### src/rtl/e_elev_pkg.sv
// Shared elevator types: controller state encoding, floor-count default and
// one-hot floor mask helpers used by the trip scheduler.
package e_elev_pkg;

  localparam int NFLOORS_DEF = 4;
  localparam int FLR_MAX     = 32;

  typedef logic [FLR_MAX-1:0] flr_vec_t;

  typedef enum logic [1:0] {
    IDLE   = 2'd0,
    MOVING = 2'd1,
    DWELL  = 2'd2
  } state_t;

  // Floors strictly above the one-hot position.
  function automatic flr_vec_t above_mask(input flr_vec_t onehot);
    return ~((onehot << 1) - flr_vec_t'(1));
  endfunction

  // Floors strictly below the one-hot position.
  function automatic flr_vec_t below_mask(input flr_vec_t onehot);
    return onehot - flr_vec_t'(1);
  endfunction

endpackage

### src/rtl/e_down_counter.sv
// Loadable down-counter that holds at zero; load wins over decrement.
// zero is a pure decode of the registered count.
module e_down_counter #(
  parameter int W = 4
) (
  input  logic         clk,
  input  logic         rst,
  input  logic         load,
  input  logic [W-1:0] load_val,
  input  logic         dec,
  output logic         zero
);

  logic [W-1:0] count;

  always_ff @(posedge clk or posedge rst) begin
    if (rst) begin
      count <= '0;
    end else if (load) begin
      count <= load_val;
    end else if (dec && !zero) begin
      count <= count - W'(1);
    end
  end

  assign zero = (count == '0);

endmodule

### src/rtl/e_trip_scheduler.sv
// Elevator car sequencer: latches requests, SCAN direction choice, travel and
// door-dwell timing, one-hot floor tracking; motor/door outputs decode registered state.
module e_trip_scheduler
  import e_elev_pkg::*;
#(
  parameter int NFLOORS    = NFLOORS_DEF,
  parameter int TRAVEL_CYC = 8,
  parameter int DOOR_CYC   = 16
) (
  input  logic               clk,
  input  logic               rst,
  input  logic [NFLOORS-1:0] req,
  output logic [NFLOORS-1:0] cur_flr,
  output logic [NFLOORS-1:0] pending,
  output logic               dir,
  output logic               m_up,
  output logic               m_dn,
  output logic               door_open,
  output logic               arrive,
  output logic               busy
);

  localparam int CMAX = (TRAVEL_CYC > DOOR_CYC) ? TRAVEL_CYC : DOOR_CYC;
  localparam int CW   = (CMAX > 1) ? $clog2(CMAX) : 1;

  state_t             state, state_nxt;
  logic [NFLOORS-1:0] eff, above, below, ahead, behind, nxt_flr, clr, lat;
  logic               here_hit, next_hit, dir_nxt, step;
  logic               trv_load, trv_zero, dwl_load, dwl_zero;

  assign eff      = pending | req;
  assign above    = NFLOORS'(above_mask(flr_vec_t'(cur_flr)));
  assign below    = NFLOORS'(below_mask(flr_vec_t'(cur_flr)));
  assign ahead    = eff & (dir ? above : below);
  assign behind   = eff & (dir ? below : above);
  assign nxt_flr  = dir ? (cur_flr << 1) : (cur_flr >> 1);
  assign here_hit = |(eff & cur_flr);
  assign next_hit = |(eff & nxt_flr);

  always_ff @(posedge clk or posedge rst) begin
    if (rst) state <= IDLE;
    else     state <= state_nxt;
  end

  always_comb begin
    state_nxt = state;
    dir_nxt   = dir;
    trv_load  = 1'b0;
    dwl_load  = 1'b0;
    step      = 1'b0;
    clr       = '0;
    case (state)
      IDLE: begin
        if (here_hit) begin
          state_nxt = DWELL;
          dwl_load  = 1'b1;
          clr       = cur_flr;
        end else if (|eff) begin
          state_nxt = MOVING;
          trv_load  = 1'b1;
          dir_nxt   = (|ahead) ? dir : ~dir;
        end
      end
      MOVING: begin
        if (trv_zero) begin
          step = 1'b1;
          if (next_hit) begin
            state_nxt = DWELL;
            dwl_load  = 1'b1;
            clr       = nxt_flr;
          end else begin
            trv_load = 1'b1;
          end
        end
      end
      DWELL: begin
        // A call at the current floor holds the door rather than queueing.
        if (|(req & cur_flr)) begin
          dwl_load = 1'b1;
        end else if (dwl_zero) begin
          if (|ahead) begin
            state_nxt = MOVING;
            trv_load  = 1'b1;
          end else if (|behind) begin
            state_nxt = MOVING;
            trv_load  = 1'b1;
            dir_nxt   = ~dir;
          end else begin
            state_nxt = IDLE;
          end
        end
      end
      default: state_nxt = IDLE;
    endcase
  end

  always_comb begin
    m_up      = (state == MOVING) &&  dir;
    m_dn      = (state == MOVING) && !dir;
    door_open = (state == DWELL);
    busy      = (state != IDLE);
  end

  assign lat = (state == DWELL) ? (req & ~cur_flr) : req;

  always_ff @(posedge clk or posedge rst) begin
    if (rst) begin
      cur_flr <= NFLOORS'(1);
      pending <= '0;
      dir     <= 1'b1;
      arrive  <= 1'b0;
    end else begin
      cur_flr <= step ? nxt_flr : cur_flr;
      pending <= (pending | lat) & ~clr;
      dir     <= dir_nxt;
      arrive  <= step;
    end
  end

  e_down_counter #(.W(CW)) u_travel (
    .clk      (clk),
    .rst      (rst),
    .load     (trv_load),
    .load_val (CW'(TRAVEL_CYC - 1)),
    .dec      (state == MOVING),
    .zero     (trv_zero)
  );

  e_down_counter #(.W(CW)) u_dwell (
    .clk      (clk),
    .rst      (rst),
    .load     (dwl_load),
    .load_val (CW'(DOOR_CYC - 1)),
    .dec      (state == DWELL),
    .zero     (dwl_zero)
  );

endmodule

### config.mk
export PLATFORM = sky130hd
export DESIGN_NAME = e_trip_scheduler
export DESIGN_NICKNAME = d
export VERILOG_FILES = /design/src/rtl/e_elev_pkg.sv /design/src/rtl/e_down_counter.sv /design/src/rtl/e_trip_scheduler.sv
export SDC_FILE = /design/constraint.sdc
export NUM_CORES = 1
export LEC_CHECK = 0
export ABC_AREA = 1
export BUFFER_PORTS_ARGS = -buffer_cell sky130_fd_sc_hd__buf_2
export CORE_AREA = 2 2 61 63
export CTS_BUF_LIST = sky130_fd_sc_hd__clkbuf_4 sky130_fd_sc_hd__clkbuf_8
export CTS_CLUSTER_SIZE = 20
export DETAILED_ROUTE_END_ITERATION = 8
export DIE_AREA = 0 0 63 65
export PLACE_DENSITY = 0.69
export SLEW_MARGIN = 30
export SYNTH_ARGS = -nofsm -noshare
export SYNTH_HDL_FRONTEND = slang
export SYNTH_SLANG_ARGS = --single-unit
### constraint.sdc
create_clock -name clk -period 2.25 [get_ports clk]
set_input_delay 0.225 -clock clk [delete_from_list [all_inputs] [get_ports clk]]
set_output_delay 0.225 -clock clk [all_outputs]
set_load 0.05 [all_outputs]
==> run summary <==
- **outcome** finished with violations
- **violated checks** hold timing
- **Worst-Skew Late Latency** 0.33 ns
- **share of Yosys cell area claimed by the top area cell type** 0.3300
- **top layer used by detailed routing** met4
- **ratio of cells with drive above 1 in the final layout** 0.2188
- **number of violations of the max-capacitance limit** 0
- **peak supply drop** 0.6187 mV
- **Final GP Congestion** 0.9074
- **power density over the cells** 639.8 mW/mm2
- **antenna violations before repair** 0
- **startpoint types** flop
- **die extent in y** 65 um
- **Layout area overhead** 13.38%
- **global-route usage over all layers** 0.1652
- **worst-margin pin slew** 0.7524 ns
- **worst path required time** 2.49 ns
- **number of placed I/O pins** 20
- **final worst hold slack** -0.0007251 ns
- **vias in the first global route** 1176
- **count of instances resized after the clock tree is built** 0
- **Via density** 4.835
- **average wire per cell in the routed design** 11.60 um
- **cell total after placement** 268
- **first drt pass iteration count** 4
- **cell types occupying the most area after synthesis** sky130_fd_sc_hd__dfrtp_1, sky130_fd_sc_hd__nand2_1, sky130_fd_sc_hd__nand3_1
- **Worst slew margin** 0.4979
- **Worst setup EP type** flop
- **predominant post-synthesis flop cell** sky130_fd_sc_hd__dfrtp_1
- **most frequent cell after synthesis** sky130_fd_sc_hd__nand2_1
- **post-synthesis register bit count** 20
- **number of different library cells in the post-synthesis netlist** 27
- **final cell utilization of the core** 0.4427
- **initial cell density of the core** 0.3905
- **setup TNS** 0 ns
- **sequential share of the synthesized area** 0.3685
- **worst-path maximum fanout** 10
- **# diodes** 0
- **type of the tightest min-delay check** in -> async
- **count of yosys warnings during synthesis** 0
- **Non-Filler Instances** 272
- **minimum clock period** 1.859 ns
- **DIE AREA** 0.004095 mm2
- **number of enable-type register cells in the synthesized netlist** 0
- **number of DRC markers after the initial detailed-route iteration** 80
- **CTS clock-pin slew for the worst setup and hold paths** 0.13 ns
- **Bufs on Longest Clock Path** 2
- **total core area** 0.003496 mm2
- **maximum clock frequency** 0.5380 GHz
- **met2 routed wirelength** 1483 um
- **DRC** 0
- **gr ovfl total** 0
- **area of the mapped netlist** 0.001365 mm2
- **CTS tree** yes
- **H-tree depth reported by CTS** 1
- **CP Data Arrival Time** 2.10 ns
- **hold_buf cts** 0
- **NumNets Final** 234
- **half-perimeter wire length of the detailed placement result** 2415 um
- **Synth Instances** 202
- **die width** 63 um
- **maximum number of pins on one net before global-route repair** 21
- **floorplan row count** 22
- **Routed Antenna Nets** 0
- **cell type with the highest aggregate area in the netlist** sky130_fd_sc_hd__dfrtp_1
- **share of synthesized flip-flops with an asynchronous set or reset** 1.000
- **total count of max-transition violations in the final report** 0
- **Root Buffer** sky130_fd_sc_hd__clkbuf_4
- **worst-case clock skew** 0.02002 ns
- **met3 wire length** 197 um
- **RSZ-0062 raised after global routing** false
- **TritonCTS buffer count** 3
- **Final Hold Violating Endpoints** 1
- **wl on met1** 1418 um
- **Synth top cells by count** sky130_fd_sc_hd__nand2_1, sky130_fd_sc_hd__inv_1, sky130_fd_sc_hd__dfrtp_1, sky130_fd_sc_hd__nor2_1, sky130_fd_sc_hd__nand3_1
- **Final setup violation count** 0
- **buffers added on ports** 19
- **number of post-CTS setup repair buffers** 0
- **WS Path Type** reg -> reg
- **clock sink total** 20
- **DR vias** 1315
- **leakage component of the power** 0.8102 nW
- **Final period util** 0.8261
- **Mapped Nets** 211
- **global-route wire length before repair** 5216 um
- **total length of routed wires** 3155 um
- **Post-Syn Area per Cell** 6.758 um2
## per-stage QoR
step                setup slack (ns)  hold slack (ns)  total power [mW]  cell area (um2)
floorplan                     0.3044           0.1873            0.7085             1365
global placement              0.3889           0.4082            0.7694             1511
detailed placement            0.4143           0.4127            0.7740             1511
CTS                           0.3864          0.02933             1.004             1548
global route                  0.2451          0.07916             1.056             1548
finish                        0.3913       -0.0007251            0.9902             1548
## report_power, final
| group | internal (mW) | leakage (nW) | switching (mW) | total [mW] |
|---|---|---|---|---|
| Combinational | 0.114 | 0.573 | 0.211 | 0.325 |
| Clock | 0.0992 | 0.0210 | 0.127 | 0.226 |
| Sequential | 0.404 | 0.216 | 0.0357 | 0.439 |
## state kept, by name (all words and copies together) (netlist names)
signal,count
cur_flr,4
pending,4
u_dwell.count,4
u_travel.count,4
state,2
arrive,1
dir,1
## cell type report
| type | count | area, um2 |
|---|---|---|
| Tap cell | 48 | 60.06 |
| Inverter | 30 | 112.6 |
| Fill cell | 368 | 1948 |
| Timing Repair Buffer | 21 | 110.1 |
| Clock buffer | 4 | 36.28 |
| Multi-Input combinational cell | 149 | 725.7 |
| Sequential cell | 20 | 503.0 |
## cells by family (layout without fill, tap and decap cells)
family / count (synthesis) / in the layout / share of synthesized area
buf+inv: 33 / 55 / 0.09991
fa+ha+maj: 3 / 3 / 0.02750
simple gates: 121 / 121 / 0.3905
flops: 20 / 20 / 0.3685
compound gates: 21 / 21 / 0.08800
xor+xnor: 4 / 4 / 0.02567
## final timing paths
| kind | end | cells past startpoint | from | slack [ns] |
|---|---|---|---|---|
| max | u_travel.count[3] | 14 | cur_flr[0] | 0.39 |
| min | u_travel.count[3] | 2 | rst | -0.0007 |
| max reg2reg | u_travel.count[3] | 14 | cur_flr[0] | 0.39 |
| min reg2reg | u_dwell.count[0] | 2 | u_dwell.count[0] | 0.52 |
| max in group asynchronous | u_dwell.count[1] | 2 | rst | 1.76 |
| min in group clk | pending[0] | 3 | req[0] | 0.18 |
## placed cells by master (no fill, tap or decap), drive strengths merged, types with 3 or more instances in the layout
cell type	synthesis	final
dfrtp	18	18
ha	3	3
clkbuf	0	4
inv	30	30
o21ai	10	10
nor2	22	22
a21oi	6	6
o22ai	4	4
nand2	70	70
nor3	6	6
buf	3	21
nand3	19	19
## critical path, cell delays in order (launching register included)
cell                      delay, ns
sky130_fd_sc_hd__dfstp_2       0.59
sky130_fd_sc_hd__inv_2         0.09
sky130_fd_sc_hd__ha_1          0.34
sky130_fd_sc_hd__nand2_1       0.08
sky130_fd_sc_hd__nand2_1       0.05
sky130_fd_sc_hd__nand2_1       0.06
sky130_fd_sc_hd__nand2_1       0.04
sky130_fd_sc_hd__nand2_1       0.06
sky130_fd_sc_hd__inv_1         0.03
sky130_fd_sc_hd__nand2_1       0.06
sky130_fd_sc_hd__inv_2         0.04
sky130_fd_sc_hd__nand2_1       0.07
sky130_fd_sc_hd__nand3_2       0.13
sky130_fd_sc_hd__nand2_2       0.10
sky130_fd_sc_hd__nor2_2        0.03
## metal layers
metal  vias up  track usage
li1        685            -
met5         -            0
met3         7      0.03993
met4         0      0.08056
met2        49       0.2686
met1       574       0.2052
No activity file was read; power rests on OpenSTA's default activity.
